## config.mk

```make
export PLATFORM = sky130hd
export DESIGN_NAME = jtcps1_gfx_resp_flat
export DESIGN_NICKNAME = d
export VERILOG_FILES = /design/src/rtl/jtcps1_gfx_resp_if.sv /design/src/rtl/jtcps1_gfx_resp.sv /design/src/flat_wrapper.sv
export SDC_FILE = /design/constraint.sdc
export NUM_CORES = 1
export LEC_CHECK = 0
export CELL_PAD_IN_SITES_DETAIL_PLACEMENT = 0
export CELL_PAD_IN_SITES_GLOBAL_PLACEMENT = 1
export CORE_MARGIN = 8
export CORE_UTILIZATION = 29
export CTS_CLUSTER_DIAMETER = 150
export DETAILED_ROUTE_END_ITERATION = 10
export DONT_BUFFER_PORTS = 1
export PLACE_DENSITY_LB_ADDON = 0.2
export SYNTH_ARGS = -nofsm -noshare
export SYNTH_HDL_FRONTEND = slang
export SYNTH_SLANG_ARGS = --single-unit
```

## constraint.sdc

```tcl
create_clock -name clk -period 5 [get_ports clk]
set_input_delay 0.75 -clock clk [delete_from_list [all_inputs] [get_ports clk]]
set_output_delay 0.75 -clock clk [all_outputs]
set_load 0.005 [all_outputs]
```

## src/rtl/jtcps1_gfx_resp_if.sv

```systemverilog
// Scroll GFX fetch port (ROM side) and SDRAM slot port of jtcps1_gfx_resp.
// The responder uses the slave view; the requester/arbiter side uses master.
interface jtcps1_gfx_resp_if;
    localparam int unsigned AW = 20;
    localparam int unsigned DW = 32;
    localparam int unsigned SW = 22;

    logic          rom_cs;
    logic [AW-1:0] rom_addr;
    logic          rom_half;
    logic [DW-1:0] rom_data;
    logic          rom_ok;
    logic          sdram_req;
    logic [SW-1:0] sdram_addr;
    logic          sdram_ack;
    logic          sdram_dok;
    logic [DW-1:0] sdram_data;

    modport slave (
        input  rom_cs, rom_addr, rom_half, sdram_ack, sdram_dok, sdram_data,
        output rom_data, rom_ok, sdram_req, sdram_addr
    );

    modport master (
        output rom_cs, rom_addr, rom_half, sdram_ack, sdram_dok, sdram_data,
        input  rom_data, rom_ok, sdram_req, sdram_addr
    );
endinterface

```

## src/rtl/jtcps1_gfx_resp.sv

```systemverilog
// Two-entry (one per 32-bit half) cache between the CPS1 scroll tile engine
// and its SDRAM slot; misses become single-word requests, with sibling prefetch.
module jtcps1_gfx_resp #(
    parameter logic [21:0] OFFSET   = 22'd0,
    parameter bit          PREFETCH = 1'b1
) (
    input  logic rst,
    input  logic clk,
    input  logic flush,
    jtcps1_gfx_resp_if.slave bus
);
    localparam int unsigned AW = 20;
    localparam int unsigned DW = 32;
    localparam int unsigned SW = 22;

    localparam logic [1:0] ST_IDLE = 2'd0;
    localparam logic [1:0] ST_REQ  = 2'd1;
    localparam logic [1:0] ST_WAIT = 2'd2;

    logic [1:0]    state_q, state_d;
    logic [1:0]    valid_q, valid_d;
    logic [AW-1:0] tag_q [2];
    logic [AW-1:0] tag_d [2];
    logic [DW-1:0] data_q [2];
    logic [DW-1:0] data_d [2];
    logic [AW-1:0] req_tag_q, req_tag_d;
    logic          req_half_q, req_half_d;
    logic          sdram_req_q, sdram_req_d;
    logic [SW-1:0] sdram_addr_q, sdram_addr_d;
    logic          pf_pending_q, pf_pending_d;
    logic [AW-1:0] pf_tag_q, pf_tag_d;
    logic          pf_half_q, pf_half_d;
    logic          flushed_q, flushed_d;
    logic          hit, miss;

    function automatic logic [SW-1:0] word_addr(input logic [AW-1:0] tag, input logic half);
        return OFFSET + SW'({tag, half});
    endfunction

    // Lookup is combinational so rom_ok drops the cycle the address leaves a cached word
    assign hit            = valid_q[bus.rom_half] && (tag_q[bus.rom_half] == bus.rom_addr);
    assign miss           = bus.rom_cs && !hit;
    assign bus.rom_ok     = bus.rom_cs && hit;
    assign bus.rom_data   = data_q[bus.rom_half];
    assign bus.sdram_req  = sdram_req_q;
    assign bus.sdram_addr = sdram_addr_q;

    always_comb begin
        state_d      = state_q;
        valid_d      = valid_q;
        tag_d        = tag_q;
        data_d       = data_q;
        req_tag_d    = req_tag_q;
        req_half_d   = req_half_q;
        sdram_req_d  = sdram_req_q;
        sdram_addr_d = sdram_addr_q;
        pf_pending_d = pf_pending_q;
        pf_tag_d     = pf_tag_q;
        pf_half_d    = pf_half_q;
        flushed_d    = flushed_q;

        case (state_q)
            ST_IDLE: begin
                flushed_d = 1'b0;
                if (miss) begin
                    req_tag_d    = bus.rom_addr;
                    req_half_d   = bus.rom_half;
                    sdram_req_d  = 1'b1;
                    sdram_addr_d = word_addr(bus.rom_addr, bus.rom_half);
                    state_d      = ST_REQ;
                    // A demand fetch of the pending prefetch target makes it redundant
                    if (pf_tag_q == bus.rom_addr && pf_half_q == bus.rom_half) begin
                        pf_pending_d = 1'b0;
                    end
                end else if (PREFETCH && pf_pending_q && !flush) begin
                    req_tag_d    = pf_tag_q;
                    req_half_d   = pf_half_q;
                    sdram_req_d  = 1'b1;
                    sdram_addr_d = word_addr(pf_tag_q, pf_half_q);
                    pf_pending_d = 1'b0;
                    state_d      = ST_REQ;
                end
            end
            ST_REQ: begin
                if (flush) begin
                    flushed_d = 1'b1;
                end
                if (bus.sdram_ack) begin
                    sdram_req_d = 1'b0;
                    state_d     = ST_WAIT;
                end
            end
            ST_WAIT: begin
                if (bus.sdram_dok) begin
                    state_d   = ST_IDLE;
                    flushed_d = 1'b0;
                    // Data from a transfer overlapped by a flush belongs to the old bank
                    if (!flush && !flushed_q) begin
                        data_d[req_half_q]  = bus.sdram_data;
                        tag_d[req_half_q]   = req_tag_q;
                        valid_d[req_half_q] = 1'b1;
                        if (PREFETCH && !(valid_q[~req_half_q] && tag_q[~req_half_q] == req_tag_q)) begin
                            pf_pending_d = 1'b1;
                            pf_tag_d     = req_tag_q;
                            pf_half_d    = ~req_half_q;
                        end
                    end
                end else if (flush) begin
                    flushed_d = 1'b1;
                end
            end
            default: state_d = ST_IDLE;
        endcase

        if (flush) begin
            valid_d      = 2'b00;
            pf_pending_d = 1'b0;
        end
    end

    always_ff @(posedge clk or posedge rst) begin
        if (rst) begin
            state_q      <= ST_IDLE;
            valid_q      <= 2'b00;
            tag_q        <= '{default: '0};
            data_q       <= '{default: '0};
            req_tag_q    <= '0;
            req_half_q   <= 1'b0;
            sdram_req_q  <= 1'b0;
            sdram_addr_q <= '0;
            pf_pending_q <= 1'b0;
            pf_tag_q     <= '0;
            pf_half_q    <= 1'b0;
            flushed_q    <= 1'b0;
        end else begin
            state_q      <= state_d;
            valid_q      <= valid_d;
            tag_q        <= tag_d;
            data_q       <= data_d;
            req_tag_q    <= req_tag_d;
            req_half_q   <= req_half_d;
            sdram_req_q  <= sdram_req_d;
            sdram_addr_q <= sdram_addr_d;
            pf_pending_q <= pf_pending_d;
            pf_tag_q     <= pf_tag_d;
            pf_half_q    <= pf_half_d;
            flushed_q    <= flushed_d;
        end
    end
endmodule

```

## src/flat_wrapper.sv

```systemverilog
// flat-port wrapper written by rule: the top's interface ports become plain ports
module jtcps1_gfx_resp_flat 
#(
    parameter logic [21:0] OFFSET   = 22'd0,
    parameter bit          PREFETCH = 1'b1
)
  (rst, clk, flush, bus_rom_cs, bus_rom_addr, bus_rom_half, bus_sdram_ack, bus_sdram_dok, bus_sdram_data, bus_rom_data, bus_rom_ok, bus_sdram_req, bus_sdram_addr);
  jtcps1_gfx_resp_if bus_i ();
  input  logic rst;
  input  logic clk;
  input  logic flush;
  input wire logic [$bits(bus_i.rom_cs)-1:0] bus_rom_cs;
  input wire logic [$bits(bus_i.rom_addr)-1:0] bus_rom_addr;
  input wire logic [$bits(bus_i.rom_half)-1:0] bus_rom_half;
  input wire logic [$bits(bus_i.sdram_ack)-1:0] bus_sdram_ack;
  input wire logic [$bits(bus_i.sdram_dok)-1:0] bus_sdram_dok;
  input wire logic [$bits(bus_i.sdram_data)-1:0] bus_sdram_data;
  output wire logic [$bits(bus_i.rom_data)-1:0] bus_rom_data;
  output wire logic [$bits(bus_i.rom_ok)-1:0] bus_rom_ok;
  output wire logic [$bits(bus_i.sdram_req)-1:0] bus_sdram_req;
  output wire logic [$bits(bus_i.sdram_addr)-1:0] bus_sdram_addr;
  assign bus_i.rom_cs = bus_rom_cs;
  assign bus_i.rom_addr = bus_rom_addr;
  assign bus_i.rom_half = bus_rom_half;
  assign bus_i.sdram_ack = bus_sdram_ack;
  assign bus_i.sdram_dok = bus_sdram_dok;
  assign bus_i.sdram_data = bus_sdram_data;
  assign bus_rom_data = bus_i.rom_data;
  assign bus_rom_ok = bus_i.rom_ok;
  assign bus_sdram_req = bus_i.sdram_req;
  assign bus_sdram_addr = bus_i.sdram_addr;
  jtcps1_gfx_resp #(.OFFSET(OFFSET), .PREFETCH(PREFETCH)) u_core (.rst(rst), .clk(clk), .flush(flush), .bus(bus_i));
endmodule
```

---- Yosys cells after proc, flatten, opt, wreduce, memory -nomap -nowiden ----
Cells that the tools add are included.
cells by class
  bitwise logic cells ..................... 6
  equal/unequal tests ..................... 14
  reductions and logical operators ........ 27
  magnitude comparators ................... 8
  multiplexer cells ....................... 51
operator list
  cell                                                                   number
  20-bit 2-to-1 mux                                                      9
  32-bit 2-to-1 mux                                                      4
  64-bit bitwise mux                                                     1
  20-bit equality test                                                   3
  22-bit 2-to-1 mux                                                      2
  40-bit bitwise mux                                                     1
  32-bit demux with 1-bit select                                         1
  20-bit demux with 1-bit select                                         1
  1-bit 2-to-1 mux                                                       19
  2-bit 2-to-1 mux                                                       8
  3-bit AND reduction                                                    4
  2-bit nonzero test                                                     5
  1-bit logical AND                                                      9
  2-bit greater-or-equal comparator (second input constant)              3
  1-bit by 2-bit < comparator with 1-bit output (second input constant)  3
  3-bit != test (second input constant)                                  2
  1-bit NOT with 2-bit output                                            3
  2-bit one-hot mux with 3 select lines                                  1
  6-bit AND reduction                                                    1
  3-bit nonzero test                                                     2
  2-bit != test (second input constant)                                  2
  4-bit by 2-bit != test with 1-bit output (second input constant)       1
  4-bit != test (second input constant)                                  1
  1-bit one-hot mux with 2 select lines                                  2
  15 further kinds                                                       18
word-level totals
  word-level logic and storage cells ...... 120
  output and inout bits ................... 56
  flip-flop bits (word level) ............. 175
  input port bits ......................... 59

---- Longest topological paths before layout ----
Gate-level depths: netlist (run 1).
  depth after elaboration ................. 12
  depth in mapped cells ................... 10
  mapped depth without buffers ............ 7

---- Least setup slack after synthesis (run 1) ----
OpenSTA, ideal clock, no wires.
  path kind ............................... input -> output
  start ................................... in bus_rom_half
  end ..................................... out bus_rom_data[0]
  buffers on the path ..................... 3
  cell stages on the path ................. 4
  path slack .............................. 2.379 ns
  arrival time ............................ 1.871 ns
  required time ........................... 4.250 ns
  cells stage by stage .................... buf_4 > buf_2 > buf_1 > mux2_2
between the ends
  word-level cells in the longest chain between the ends .. 4
ends and longest elaborated chain
  what                                                   line                   RTL
  start: declaration                                     flat_wrapper.sv:14     input wire logic [$bits(bus_i.rom_half)-1:0] bus_rom_half;
  1-bit NOT with 2-bit output (not written as such)      jtcps1_gfx_resp.sv:44  assign bus.rom_data = data_q[bus.rom_half];
  32-bit 2-to-1 mux (not written as such) (3 in series)  jtcps1_gfx_resp.sv:44
  end: declaration                                       flat_wrapper.sv:18     output wire logic [$bits(bus_i.rom_data)-1:0] bus_rom_data;
Every way passes these cells. The select of a mux whose other input is x is not followed.

==> metrics.yaml, run 1 <==
syn_inst: 581
synth_area_leaders: "dfrtp_1 (50%), mux2_2 (12%), mux2_1 (11%)"
tightestPinTransition_ns: 1.18
dr.pass1.iters: 4
placed_cells: 894
gp_congestion: 0.734
path_cells: "buf_4, mux2i_1, xnor2_1, nor4_1, nand4_1, o21ai_2, buf_4, mux2_1"
cp_slowest_stage_delay_ns: 0.76
max_freq_mhz: 289
holdPathEnd: "u_core.valid_q[1]"
cts-root-buf: "clkbuf_16"
clk_pin_slew_ns: 0.06
hpwl_um: 14100
insertion_delay_ns: 0.42
fill_cells: 2574
cp_slowest_cell: "dfrtp_1"
floorplan.initialDensity_pct: 29.4
crit_family: "flip-flops"
regToRegEndpoint: "u_core.pf_tag_q[12]"
path_common_cell: "buf_4"
synth.avg_cell_area_um2: 13.2
chipWidth_um: 179
critPathLaunchType: "flip-flop"
grt_max_degree: 117
grt_pass1_wl_um: 31500
io_pins: 115
yosysSeqAreaShare_pct: 49.9
p_per_area_mw_per_mm2: 630
leakagePower_nw: 3.76
cts_sinks: 153
timing.rr.start: "u_core.bus.sdram_addr[0]"
cts_buffers: 17
cp.arrival_ns: 3.76
cts_tree: "yes"
grt_usage_pct: 13.2
async_reset_ff_share_pct: 100
fp.coreArea_mm2: 0.0261
antenna_cells: 0
synthesis.area_mm2: 0.00767
yosys-top-cells-count: "dfrtp_1 (153), mux2_2 (81), mux2_1 (75)"
drv_cap: 0
drive_gt1_share_pct: 21.8
yosysUniqueCellTypes: 38
synth_edf_count: 0
yosysMostFrequentCell: "dfrtp_1"
hold_viol: 0
finalSetupViolCount: 0
holdWs_ns: 0.391
drt_iter0_drc: 151
end_kind: "flip-flop"
period_share_pct: 69.3
first_global_vias: 5115
area_growth_pct: 12.7
path_class: "flip-flop to flip-flop"
fin_setup_tns_ns: 0
rsz0062_at_grt: "false"
drt-vias-per-instance: 4.92
drc: 0
required_ns: 5.30
fin_cells: 926
synthesis.nets: 645
min_path_type: "input port to flip-flop"
clockBufferDepth: 2
reg2regPathDepth: 8
hold_buffers: 0
gr-total-overflow: 0
yosys_warnings: 0
slew_viol_final: 0
post_cts_buffers: 0
min_period_ns: 3.47
wire_per_inst_um: 22.1
antenna_left: 0
synth_area_leader_cell: "dfrtp_1"
ys.flop_type: "dfrtp_1"
grt_antenna_before_repair: 0
io_buffers: 0
num_rows: 59
ys_ff_latch: 153
ir_worst_vdd_v: 0.000238
outcome: "completed"
die_h_um: 179
critical_path_buf_inv_count: 2
final_nets: 642
slew-limit-headroom_pct: 20.7
ff2ff_setup_slack_ns: 1.53
crit_fanout: 13
fin_skew_ns: 0.0102
cts_resized: 0
cts-htree-levels: 4
hold_depth: 1
num_vias: 4556
min_from: "flush"
drt_wl_total_um: 20400
die_area_mm2: 0.0319
synth_top_area_share_pct: 49.9
-- sequential cells by signal, summed over array words and instances, names as in the netlist --
signal,count
u_core.tag_q,40
u_core.data_q,64
u_core.valid_q,2
u_core.flushed_q,1
u_core.bus.sdram_req,1
u_core.pf_tag_q,20
u_core.pf_half_q,1
u_core.req_tag_q,19
u_core.bus.sdram_addr,2
u_core.state_q,2
u_core.pf_pending_q,1
-- report_power, final --
group          internal, mW  leakage, nW  switching, mW
combinational         0.935         1.58          0.757
sequential             1.82         1.87          0.550
clock                 0.816        0.303          0.561
total                  3.58         3.76           1.87
-- kinds of logic (layout without fill, tap and decap cells) --
group                    after synthesis  count (layout)  synth area share (%)
flip-flops                           153             153                  49.9
XOR/XNOR                              61              61                  6.96
multiplexers                         216             216                  30.7
AO/OA/AOI/OAI                         43              43                  4.37
other                                  1               1                0.0489
AND/OR/NAND/NOR                       59              59                  4.43
adder cells (fa/ha/maj)                5               5                 0.815
buffers and inverters                 43              53                  2.76
-- placed cells by master (no fill, tap or decap), types with 2 or more instances in the layout --
master,instances
inv_6,6
o21ai_1,2
inv_1,10
nand2b_1,21
ha_1,5
buf_4,10
nand2_1,8
a2bb2oi_1,21
nor4_1,9
a21oi_1,5
bufinv_16,3
o21ai_0,4
nor3_1,3
mux2i_1,60
inv_8,2
mux2_1,75
xnor2_1,51
nand4_1,9
dfrtp_1,153
nor2_1,3
mux2_2,81
clkinv_4,2
clkbuf_16,17
xor2_1,10
-- per-stage QoR --
stage	total power [mW]	utilization [%]	cell area (µm²)	worst slack [ns]
2_1_floorplan	3.58	-	7670	0.129
3_3_place_gp	4.08	30.8	8020	1.32
3_5_place_dp	4.14	30.8	8020	1.34
4_1_cts	5.54	33.2	8640	1.35
5_1_grt	5.82	33.2	8640	1.25
6_report	5.44	33.2	8640	1.53
-- layout make-up --
type / instances / area (µm²) / share of cell area [%]
clock buffer: 19 / 443 / 5.12
multi-input combinational: 385 / 3650 / 42.2
timing repair buffer: 10 / 75.1 / 0.868
inverter: 11 / 46.3 / 0.536
sequential: 153 / 3830 / 44.3
tap: 335 / 419 / 4.85
clock inverter: 13 / 181 / 2.10
-- layer usage --
layer	GRT usage, %	up-vias	wire length, µm
met2	21.0	102	9510
met5	0	-	0
li1	-	2067	-
met3	6.51	17	2050
met1	15.4	2370	8530
met4	4.03	0	328
-- worst max path at each step --
stage,startpoint,to,slack (ns),depth (start not counted)
2_1_floorplan,rst,u_core.bus.sdram_addr[0],0.13,1
3_3_place_gp,bus_rom_half,u_core.state_q[1],1.32,8
3_5_place_dp,bus_rom_half,u_core.state_q[1],1.34,8
4_1_cts,u_core.bus.sdram_addr[0],u_core.pf_tag_q[12],1.35,8
5_1_grt,u_core.bus.sdram_addr[0],u_core.pf_tag_q[2],1.25,8
6_report,u_core.bus.sdram_addr[0],u_core.pf_tag_q[12],1.53,8
No activity file was read; power rests on OpenSTA's default activity.
==> run 2, diff against run 1 <==
==> constraint.sdc (replaced) <==
create_clock -name clk -period 3.5 [get_ports clk]
set_input_delay 0.525 -clock clk [delete_from_list [all_inputs] [get_ports clk]]
set_output_delay 0.525 -clock clk [all_outputs]
set_load 0.005 [all_outputs]
==> run 2 against run 1 <==
Routed wire length is 1.4% lower; setup slack worse by 0.96 ns; count of clock-buffer cells in the layout is 1 lower; die area unchanged; cell area grew 0.36%; non-clock buffer count grew 6; combinational power up 49%; clock power grew 34%; via count is 0.94% lower; worst hold slack got worse by 0.23 ns; critical path depth is 3 lower; cell count grew 0.65%.
==> metrics.yaml, run 2 (same netlist as run 1, synthesis figures left out) <==
grt_pass1_wl_um: 31000
antenna_cells: 0
min_path_type: "input port to flip-flop"
first_global_vias: 5006
sw_frac_of_total_pct: 35.1
drt_iter0_drc: 256
cts_sinks: 153
drv_cap: 0
io_pins: 115
place_ws_ns: 0.577
die_area_mm2: 0.0319
fin_setup_tns_ns: 0
leakagePower_nw: 3.77
rsz0062_at_grt: "false"
chipWidth_um: 179
floorplan.initialDensity_pct: 29.4
grt_usage_pct: 13.0
p_switching_mw: 2.69
finalSetupViolCount: 0
cts-htree-levels: 4
design_area_mm2: 0.00868
setup_slack_ns: 0.571
critPathLaunchType: "flip-flop"
drt_wl_total_um: 20100
min_period_ns: 2.93
p_int_mw: 4.98
final_cell_mix: "dfrtp_1 (153), mux2_2 (81), mux2_1 (75), mux2i_1 (60), xnor2_1 (51)"
insertion_delay_ns: 0.42
clk_pin_slew_ns: 0.07
clockBufferDepth: 2
die_h_um: 179
tightestPinTransition_ns: 1.32
fin_cells: 932
ir_worst_vdd_v: 0.000308
fin_skew_ns: 0.00788
path_class: "flip-flop to output port"
largest_reg_flops: 64
grt_antenna_before_repair: 0
gp_congestion: 0.737
io_buffers: 0
crit_fanout: 3
slew_viol_final: 0
required_ns: 2.97
p_per_area_mw_per_mm2: 885
slew-limit-headroom_pct: 11.9
holdWs_ns: 0.165
cts_tree: "yes"
hpwl_um: 14000
final_common_cell: "dfrtp_1"
antenna_left: 0
end_kind: "output port"
power_frac_clock_pct: 24.1
cts_buffers: 17
area_growth_pct: 13.1
dr.pass1.iters: 4
post_cts_buffers: 0
grt_max_degree: 71
seqPwrFrac_pct: 43.3
hold_viol: 0
placed_cells: 899
drt-vias-per-instance: 4.84
drive_gt1_share_pct: 22.4
gr-total-overflow: 0
dpl-instance-area_mm2: 0.00808
largestRegisters: "u_core.data_q (64), u_core.tag_q (40), u_core.pf_tag_q (20)"
num_rows: 59
cp.arrival_ns: 2.40
fp.coreArea_mm2: 0.0261
p_comb_share_pct: 32.7
drc: 0
num_vias: 4513
outcome: "completed"
period_share_pct: 83.7
max_freq_mhz: 341
cts-root-buf: "clkbuf_16"
final_nets: 648
regMostFlops: "u_core.data_q"
wire_per_inst_um: 21.6
run 2: per-stage QoR:
| stage | power [mW] | utilization [%] |
|---|---|---|
| final | 7.67 | 33.3 |
| after global routing | 8.22 | 33.3 |
| after CTS | 7.84 | 33.3 |
| after detailed placement | 5.94 | 31.0 |
| after global placement | 5.83 | 31.0 |
| after floorplan | 5.11 | - |
run 2: layer usage:
| layer | part of all wire [%] | global-route usage, % |
|---|---|---|
| met1 | 43 | 15.4 |
| met2 | 46 | 20.7 |
| met3 | 9.2 | 6.28 |
| met4 | 0.95 | 3.31 |
| met5 | 0 | 0 |
run 2: path summary, 6_finish.rpt:
path	from	slack, ns	endpoint	cells after the start
worst max register to register	u_core.tag_q[0]	0.87	u_core.req_tag_q[17]	8
max in group asynchronous	rst	2.19	u_core.tag_q[32]	3
worst min-delay path	flush	0.16	u_core.valid_q[1]	1
min in group asynchronous	rst	0.52	u_core.flushed_q	2
worst min register to register	u_core.data_q[62]	0.48	u_core.data_q[62]	1
worst max-delay path	u_core.tag_q[0]	0.57	bus_rom_ok	5
run 2: layout make-up:
class / instances / area (µm²)
Fill cell: 2577 / 17400
Inverter: 11 / 45.0
Clock inverter: 14 / 155
Tap cell: 335 / 419
Multi-Input combinational cell: 385 / 3650
Timing Repair Buffer: 16 / 148
Sequential cell: 153 / 3830
Clock buffer: 18 / 429
run 2: repair_timing:
| action | 4_1_cts | 5_1_grt |
|---|---|---|
| endpoints found under the hold margin | 6 | 0 |
| resized for setup | 0 | 0 |
| hold buffers | 1 | 0 |
run 2: critical path: stages (launching register included):
cell and delay (ns):
dfrtp_1 0.40, mux2i_1 0.17, xnor2_1 0.15, nor4_1 0.49, nand4_1 0.26, nor3_1 0.52
run 2: power by group through the flow:
stage          logic [mW]  clock network [mW]  registers [mW]
2_1_floorplan        2.00                   0            3.11
3_3_place_gp         2.52                   0            3.31
3_5_place_dp         2.57                   0            3.37
4_1_cts              2.58                1.91            3.34
5_1_grt              2.76                1.98            3.47
6_report             2.51                1.85            3.32
